===== src/rtl/nios_mul_if.sv =====
// Request/response handshake bundle between a multiply client and nios_mul_result_stage.
// The master drives requests and accepts responses; the slave is the result stage.
interface nios_mul_if #(
    parameter int TAG_W = 5
) ();
    logic             req_valid;
    logic             req_ready;
    logic [1:0]       req_op;
    logic [TAG_W-1:0] req_tag;
    logic [31:0]      req_src1;
    logic [31:0]      req_src2;
    logic             rsp_valid;
    logic             rsp_ready;
    logic [31:0]      rsp_data;
    logic [TAG_W-1:0] rsp_tag;

    modport master (
        output req_valid, req_op, req_tag, req_src1, req_src2, rsp_ready,
        input  req_ready, rsp_valid, rsp_data, rsp_tag
    );

    modport slave (
        input  req_valid, req_op, req_tag, req_src1, req_src2, rsp_ready,
        output req_ready, rsp_valid, rsp_data, rsp_tag
    );
endinterface


===== src/rtl/nios_mul_result_stage.sv =====
// Issue/result stage around the two-register 32x32->64 multiply cell: shadows the cell
// pipeline, picks the lo/hi product word and buffers results in a 2-entry shift FIFO.
module nios_mul_result_stage #(
    parameter int TAG_W = 5
) (
    input  logic        clk,
    input  logic        reset,
    input  logic        flush,
    nios_mul_if.slave   bus,
    output logic [31:0] mul_src1,
    output logic [31:0] mul_src2,
    output logic        mul_src1_signed,
    output logic        mul_src2_signed,
    output logic        mul_m_en,
    output logic        mul_a_en,
    input  logic [63:0] mul_result,
    output logic        busy
);
    localparam logic [1:0] OP_MUL    = 2'd0;
    localparam logic [1:0] OP_MULXSS = 2'd1;
    localparam logic [1:0] OP_MULXSU = 2'd2;

    function automatic logic [31:0] select_word(input logic [1:0] op, input logic [63:0] prod);
        return (op == OP_MUL) ? prod[31:0] : prod[63:32];
    endfunction

    logic             vld_p1, vld_p2;
    logic [1:0]       op_p1, op_p2;
    logic [TAG_W-1:0] tag_p1, tag_p2;

    logic [1:0]       fifo_count;
    logic [31:0]      head_data, tail_data;
    logic [TAG_W-1:0] head_tag, tail_tag;

    logic        pop, adv, run, push;
    logic [31:0] push_word;

    assign pop       = bus.rsp_valid & bus.rsp_ready;
    assign adv       = ~vld_p2 | (fifo_count < 2'd2) | pop;
    assign run       = adv & ~reset & ~flush;
    assign push      = run & vld_p2;
    assign push_word = select_word(op_p2, mul_result);

    assign bus.req_ready = run;
    assign mul_m_en      = run;
    assign mul_a_en      = run;

    assign mul_src1        = bus.req_src1;
    assign mul_src2        = bus.req_src2;
    assign mul_src1_signed = (bus.req_op == OP_MULXSS) | (bus.req_op == OP_MULXSU);
    assign mul_src2_signed = (bus.req_op == OP_MULXSS);

    assign bus.rsp_valid = (fifo_count != 2'd0);
    assign bus.rsp_data  = head_data;
    assign bus.rsp_tag   = head_tag;
    assign busy          = vld_p1 | vld_p2 | (fifo_count != 2'd0);

    // p1/p2: shadow of the cell's input and output registers
    always_ff @(posedge clk) begin
        if (reset || flush) begin
            vld_p1     <= 1'b0;
            vld_p2     <= 1'b0;
            fifo_count <= 2'd0;
        end else begin
            if (adv) begin
                vld_p1 <= bus.req_valid;
                vld_p2 <= vld_p1;
            end
            fifo_count <= fifo_count + {1'b0, push} - {1'b0, pop};
        end
    end

    always_ff @(posedge clk) begin
        if (run) begin
            op_p1  <= bus.req_op;
            tag_p1 <= bus.req_tag;
            op_p2  <= op_p1;
            tag_p2 <= tag_p1;
        end
    end

    // FIFO: head keeps its contents once drained, so rsp_data holds the last popped word
    always_ff @(posedge clk) begin
        if (reset) begin
            head_data <= 32'd0;
            head_tag  <= '0;
        end else if (!flush) begin
            if (push && ((fifo_count == 2'd0) || ((fifo_count == 2'd1) && pop))) begin
                head_data <= push_word;
                head_tag  <= tag_p2;
            end else if (pop && (fifo_count == 2'd2)) begin
                head_data <= tail_data;
                head_tag  <= tail_tag;
            end
        end
    end

    always_ff @(posedge clk) begin
        if (!reset && !flush && push &&
            (((fifo_count == 2'd1) && !pop) || ((fifo_count == 2'd2) && pop))) begin
            tail_data <= push_word;
            tail_tag  <= tag_p2;
        end
    end
endmodule


===== src/flat_wrapper.sv =====
// flat-port wrapper written by rule: the top's interface ports become plain ports
module nios_mul_result_stage_flat 
#(
    parameter int TAG_W = 5
)
  (clk, reset, flush, mul_src1, mul_src2, mul_src1_signed, mul_src2_signed, mul_m_en, mul_a_en, mul_result, busy, bus_req_valid, bus_req_op, bus_req_tag, bus_req_src1, bus_req_src2, bus_rsp_ready, bus_req_ready, bus_rsp_valid, bus_rsp_data, bus_rsp_tag);
  nios_mul_if #(.TAG_W(TAG_W)) bus_i ();
  input  logic clk;
  input  logic reset;
  input  logic flush;
  output logic [31:0] mul_src1;
  output logic [31:0] mul_src2;
  output logic mul_src1_signed;
  output logic mul_src2_signed;
  output logic mul_m_en;
  output logic mul_a_en;
  input  logic [63:0] mul_result;
  output logic busy;
  input wire logic [$bits(bus_i.req_valid)-1:0] bus_req_valid;
  input wire logic [$bits(bus_i.req_op)-1:0] bus_req_op;
  input wire logic [$bits(bus_i.req_tag)-1:0] bus_req_tag;
  input wire logic [$bits(bus_i.req_src1)-1:0] bus_req_src1;
  input wire logic [$bits(bus_i.req_src2)-1:0] bus_req_src2;
  input wire logic [$bits(bus_i.rsp_ready)-1:0] bus_rsp_ready;
  output wire logic [$bits(bus_i.req_ready)-1:0] bus_req_ready;
  output wire logic [$bits(bus_i.rsp_valid)-1:0] bus_rsp_valid;
  output wire logic [$bits(bus_i.rsp_data)-1:0] bus_rsp_data;
  output wire logic [$bits(bus_i.rsp_tag)-1:0] bus_rsp_tag;
  assign bus_i.req_valid = bus_req_valid;
  assign bus_i.req_op = bus_req_op;
  assign bus_i.req_tag = bus_req_tag;
  assign bus_i.req_src1 = bus_req_src1;
  assign bus_i.req_src2 = bus_req_src2;
  assign bus_i.rsp_ready = bus_rsp_ready;
  assign bus_req_ready = bus_i.req_ready;
  assign bus_rsp_valid = bus_i.rsp_valid;
  assign bus_rsp_data = bus_i.rsp_data;
  assign bus_rsp_tag = bus_i.rsp_tag;
  nios_mul_result_stage #(.TAG_W(TAG_W)) u_core (.clk(clk), .reset(reset), .flush(flush), .bus(bus_i), .mul_src1(mul_src1), .mul_src2(mul_src2), .mul_src1_signed(mul_src1_signed), .mul_src2_signed(mul_src2_signed), .mul_m_en(mul_m_en), .mul_a_en(mul_a_en), .mul_result(mul_result), .busy(busy));
endmodule

===== config.mk =====
export PLATFORM = sky130hd
export DESIGN_NAME = nios_mul_result_stage_flat
export DESIGN_NICKNAME = d
export VERILOG_FILES = /design/src/rtl/nios_mul_if.sv /design/src/rtl/nios_mul_result_stage.sv /design/src/flat_wrapper.sv
export SDC_FILE = /design/constraint.sdc
export NUM_CORES = 1
export LEC_CHECK = 0
export ABC_AREA = 1
export CORE_UTILIZATION = 36
export CTS_CLUSTER_SIZE = 8
export DETAILED_ROUTE_END_ITERATION = 6
export PLACE_DENSITY = 0.77
export SETUP_SLACK_MARGIN = 0.4
export SLEW_MARGIN = 30
export SYNTH_ARGS = -nofsm -noshare
export SYNTH_HDL_FRONTEND = slang
export SYNTH_SLANG_ARGS = --single-unit
export TNS_END_PERCENT = 100

===== constraint.sdc =====
create_clock -name clk -period 3.85 [get_ports clk]
set_input_delay 1.155 -clock clk [delete_from_list [all_inputs] [get_ports clk]]
set_output_delay 1.155 -clock clk [all_outputs]
set_load 0.05 [all_outputs]

==> results of run 1 <==
[state kept, by name, indices dropped and copies added (netlist names), 2 cells and up]
name                 cells
u_core.bus.rsp_tag       5
u_core.tail_data        32
u_core.tail_tag          5
u_core.tag_p1            5
u_core.op_p2             2
u_core.tag_p2            5
u_core.op_p1             2
u_core.bus.rsp_data     32
u_core.fifo_count        2
[metrics by stage]
stage,utilization (%),setup slack (ns),hold WS [ns],power (mW)
2_1_floorplan,-,0.473,0.400,1.32
3_3_place_gp,44.6,0.271,0.401,1.25
3_5_place_dp,45.0,0.272,0.405,1.26
4_1_cts,47.3,0.419,0.423,2.08
5_1_grt,47.3,0.428,0.426,2.14
6_report,47.3,0.489,0.423,2.05
[path summary, 6_finish.rpt]
check / endpoint / slack [ns]
setup / recovery: bus_req_ready / 0.49
hold / removal: u_core.tag_p2[4] / 0.42
hold reg to reg: u_core.tag_p2[4] / 0.42
setup reg to reg: u_core.bus.rsp_data[8] / 1.76
[kinds of logic (layout without fill, tap and decap cells)]
| family | Yosys count | after routing |
|---|---|---|
| adders and majority gates | 2 | 2 |
| DFF | 92 | 92 |
| AOI/OAI and AO/OA | 75 | 75 |
| and+or+nand+nor | 305 | 305 |
| xor gates and xnor gates | 2 | 2 |
| buffers and inverters | 145 | 200 |
[cells in the mapped netlist, drive strengths merged]
cell type	number	area, µm²
nor2	87	337
edfxtp	51	1530
ha	2	25.0
dfxtp	41	821
nand3	3	25.0
buf	84	628
nand2	214	803
inv	48	180
o21bai	1	7.51
xor2	1	8.76
clkbuf	13	48.8
xnor2	1	8.76
o21ai	72	364
a21oi	2	10.0
nor3	1	10.0
[repair_timing]
item	4_1_cts	5_1_grt
setup buffers	2	0
setup endpoints to repair	3	3
gates cloned	0	0
endpoints found under the hold margin	0	0
resized for setup	1	1
pin swaps	2	0
[layer usage]
layer,track usage (%),share of wire [%]
met5,0,0
met4,8.33,2.6
met3,4.80,5.9
met2,28.5,49
met1,20.9,43
[worst max-delay path, stage by stage]
cell,delay (ns)
clkdlybuf4s50_1,0.45
nor2_2,0.12
inv_1,0.10
nor2_4,0.11
buf_12,0.14
buf_12,0.13
[power breakdown]
part / internal (mW) / switching [mW]
registers: 1.05 / 0.00614
clock network: 0.439 / 0.372
logic: 0.103 / 0.0852
[area by class of cell]
class                           instances  area, µm²
Fill cell                            1265       6760
Sequential cell                        92       2350
Clock inverter                          6       40.0
Multi-Input combinational cell        384       1630
Inverter                               48        180
Clock buffer                           10        229
Timing Repair Buffer                  136       1420
Tap cell                              172        215
==> metrics.txt, run 1 <==
final cell count without fillers 848; drt initial violations 193; adder and majority gate portion of the synthesized area 0.520%; CORE AREA 12,800 µm²; leading cell type in the layout, fill and taps excluded nand2_1; CTS Root Cell clkbuf_16; antenna violation net count after detailed routing 0; launch point of the worst reg-to-reg path u_core.op_p2[1]; startpoint of the worst setup timing path flush; final period utilization 87.3%; number of cells traversed by the worst hold path 0; placed cell area 5770 µm²; category of the worst setup path launch point input pin; Max H-tree Level 3; fraction of final layout cells sized beyond drive strength 1 7.54%; wire length of the first global-routing pass 18.5 mm; most frequent cells in the layout 213 x nand2_1, 112 x clkdlybuf4s50_1, 83 x nor2_1; area of the die 13,800 µm²; pin slew with the least headroom to its limit 0.724 ns; Ports 248; required arrival time at the worst endpoint 2.69 ns; total wire length after detailed routing 11.7 mm; Yosys warning count 0; FF+latch count, synth 92; Initial Util 37.5%; source-to-sink clock delay at the later pin of the worst-skew pair 0.34 ns; count of cells along the worst register-to-register path 9; Mapped Area 4810 µm²; GRT overflow 0; leakage power 2.56 nW; Setup Skew 0.00870 ns; # hold bufs at CTS 0; Setup Crit Path Kind input pin to output pin; number of nets produced by synthesis 763; number of clock sinks seen by CTS 92; dpl cells 830; net count of the finished layout 813; largest net degree at the start of global routing 43; data arrival time of the worst path 2.21 ns; Compound-Gate Fraction of Synth Area 7.94%; gpl congestion 0.741; y dimension of the die 118 µm; status finished clean; total number of placement rows 41; detailed-route DRC error count 0; cell count after synthesis 621; startpoint of the worst hold path u_core.tag_p1[4]; antenna diode instance count 0; Synth Area in XOR/XNOR 0.364%; worst IR drop on VDD 155 µV; number of buffers inserted during clock tree synthesis 9; power density of the placed cells 338 nW/µm²; TritonCTS clock tree built; post-DR wirelength/cell 13.8 µm; post-synth cell types 23; simple-gate area share of the yosys netlist 24.4%; clk slew on worst S/H paths 0.06 ns; pins over their slew limit 0; post-synthesis average cell area 7.74 µm²; largest family of logic cells by synthesized area simple AND/OR/NAND/NOR gates; Worst Hold Class flop to flop; detailed-route via count 3,796; number of max-cap violations 0; number of global-route vias before repair 3,572; # port buffers 119; Global Route Usage Sum 17.3%; TNS Setup 0 ns; number of endpoints with negative hold slack in the final report 0; antenna violations before repair 0; highest fanout seen on the critical path 5; Critical Path End Type output pin; timing-limited maximum frequency 0.298 GHz; area growth from synthesis to final layout 26.1%; Tmin final 3.36 ns; Layout Cell Area excl Fill 6060 µm²; Longest Clk Path Bufs 2; Die Wd 118 µm; RSZ-0062 raised after global routing no; final setup violation count 0; tightest slew margin relative to the limit 51.7%; HPWL reported at the end of detailed placement 8.31 mm; mux share of post-synthesis cell area 0%; share of the yosys chip area belonging to registers 48.9%; TritonRoute pass-1 iters 4; mean number of vias per cell 4.48
No activity file was read; power rests on OpenSTA's default activity.
==> run 2: changes to the inputs <==
--- a/config.mk
+++ b/config.mk
@@ -9,6 +9,7 @@
 export CORE_UTILIZATION = 36
 export CTS_CLUSTER_SIZE = 8
 export DETAILED_ROUTE_END_ITERATION = 6
+export HOLD_SLACK_MARGIN = 0.12
 export PLACE_DENSITY = 0.77
 export SETUP_SLACK_MARGIN = 0.4
 export SLEW_MARGIN = 30
==> results of run 2 <==
Final layout, timing and power as in run 1 (identical DEF).
==> run 3: changes to the inputs <==
==> constraint.sdc (replaced) <==
create_clock -name clk -period 3.85 [get_ports clk]
set_input_delay 0.385 -clock clk [delete_from_list [all_inputs] [get_ports clk]]
set_output_delay 0.385 -clock clk [all_outputs]
set_load 0.05 [all_outputs]
==> metrics.txt, run 3 (same netlist as run 1, synthesis figures left out) <==
status finished clean; data arrival time of the worst path 2.02 ns (-0.19 ns); Worst Hold Class flop to flop; Ports 248 (unchanged); TNS Setup 0 ns (unchanged); TritonRoute pass-1 iters 4 (unchanged); most frequent cells in the layout 213 x nand2_1, 116 x clkdlybuf4s50_1, 84 x nor2_1; Die Wd 118 µm (unchanged); category of the worst setup path launch point input pin; post-CTS setup repair buffer count 0 (-2); Longest Clk Path Bufs 2 (unchanged); quantity of gates resized following cts 0 (-1); area growth from synthesis to final layout 23.2%; Critical Path End Type output pin; Setup Skew 0.0105 ns (+0.00179 ns); fraction of final layout cells sized beyond drive strength 1 5.98% (-1.6 points); y dimension of the die 118 µm (unchanged); slack of the worst reg-to-reg path 1.60 ns (-0.16 ns); total wire length after detailed routing 11.5 mm (-1.9%); number of global-route vias before repair 3,479 (-2.6%); CTS Root Cell clkbuf_16; pin slew with the least headroom to its limit 0.908 ns (+0.184 ns); RSZ-0062 raised after global routing no; detailed-route DRC error count 0 (unchanged); number of endpoints with negative hold slack in the final report 0 (unchanged); antenna diode instance count 0 (unchanged); antenna violations before repair 0 (unchanged); Max H-tree Level 3 (unchanged); Global Route Usage Sum 16.7% (-0.61 points); Tmin final 2.40 ns (-0.961 ns); placed cell area 5660 µm² (-1.9%); antenna violation net count after detailed routing 0 (unchanged); total number of placement rows 41 (unchanged); detailed-route via count 3,768 (-0.74%); net count of the finished layout 806 (-0.86%); post-DR wirelength/cell 13.7 µm (-1.1%); # port buffers 119 (unchanged); wire length of the first global-routing pass 18.1 mm (-2.2%); GRT overflow 0 (unchanged); timing-limited maximum frequency 0.417 GHz (+40%); Setup Crit Path Kind input pin to output pin; gpl congestion 0.777 (+4.9%); drt initial violations 213 (+10%); leading cell type in the layout, fill and taps excluded nand2_1; Layout Cell Area excl Fill 5930 µm² (-2.3%); worst IR drop on VDD 168 µV (+8.8%); # hold bufs at CTS 0 (unchanged); pins over their slew limit 0 (unchanged); PnR Total Power 2.03 mW (-0.98%); leakage power 2.48 nW (-2.9%); required arrival time at the worst endpoint 3.46 ns (+0.77 ns); number of max-cap violations 0 (unchanged); final cell count without fillers 841 (-0.83%); power density of the placed cells 343 nW/µm² (+1.3%); CORE AREA 12,800 µm² (unchanged); mean number of vias per cell 4.48 (about the same); final period utilization 62.3% (-25 points); number of buffers inserted during clock tree synthesis 9 (unchanged); TritonCTS clock tree built; dpl cells 825 (-0.60%); final setup violation count 0 (unchanged); tightest slew margin relative to the limit 39.3% (-12 points); largest net degree at the start of global routing 45 (+4.7%); number of clock sinks seen by CTS 92 (unchanged); HPWL reported at the end of detailed placement 8.12 mm (-2.2%); highest fanout seen on the critical path 2 (-3); area of the die 13,800 µm² (unchanged); Initial Util 37.5% (unchanged); source-to-sink clock delay at the later pin of the worst-skew pair 0.33 ns (about the same); clk slew on worst S/H paths 0.07 ns (about the same)
==> run 3: cell types whose count changed in the layout (fill, tap and decap cells not counted), sizes merged <==
cell | before | now
buf | 22 | 13
clkdlybuf4s50 | 112 | 116
clkbuf | 10 | 11
clkinv | 3 | 2
dlygate4sd2 | 1 | 0
dlymetal6s2s | 1 | 0
==> run 3: final cells by class <==
class | instances | area (µm²)
fill | 1312 | 6900
clock buffer | 11 | 233
clock inverter | 5 | 36.3
inverter | 48 | 180
multi-input combinational | 384 | 1620
sequential | 92 | 2350
tap | 172 | 215
timing repair buffer | 129 | 1290
==> run 3: worst max-delay path, stage by stage <==
cell,delay (ns)
clkdlybuf4s50_1,0.48
inv_1,0.05
ha_1,0.26
inv_1,0.05
clkdlybuf4s50_1,0.79
==> run 3: per-stage QoR <==
| stage | utilization, % | setup WS (ns) | hold slack, ns |
|---|---|---|---|
| 2_1_floorplan | - | 0.676 | 0.400 |
| 4_1_cts | 46.2 | 1.43 | 0.409 |
| 5_1_grt | 46.2 | 1.37 | 0.411 |
| 3_5_place_dp | 44.1 | 1.19 | 0.405 |
| 6_report | 46.2 | 1.45 | 0.407 |
| 3_3_place_gp | 43.9 | 1.21 | 0.404 |
==> run 3: worst paths after layout <==
kind,end,from,depth (start not counted)
worst max-delay path,mul_src1_signed,bus_req_op[1],5
worst min-delay path,u_core.tag_p2[3],u_core.tag_p1[3],0
worst max register to register,u_core.bus.rsp_data[19],u_core.op_p2[1],8
worst min register to register,u_core.tag_p2[3],u_core.tag_p1[3],0
==> run 3: layer usage <==
layer | track usage [%] | wire length, µm | vias up
li1 | - | - | 1953
met1 | 19.8 | 4930 | 1659
met2 | 29.0 | 5720 | 130
met3 | 3.92 | 623 | 26
met4 | 6.81 | 232 | 0
met5 | 0 | 0 | -
==> run 3: power by group <==
| part | switching [mW] | internal [mW] | leakage [nW] | total, mW |
|---|---|---|---|---|
| Clock | 0.367 | 0.441 | 0.130 | 0.808 |
| Sequential | 0.00684 | 1.05 | 0.795 | 1.05 |
| Combinational | 0.0794 | 0.0909 | 1.56 | 0.170 |
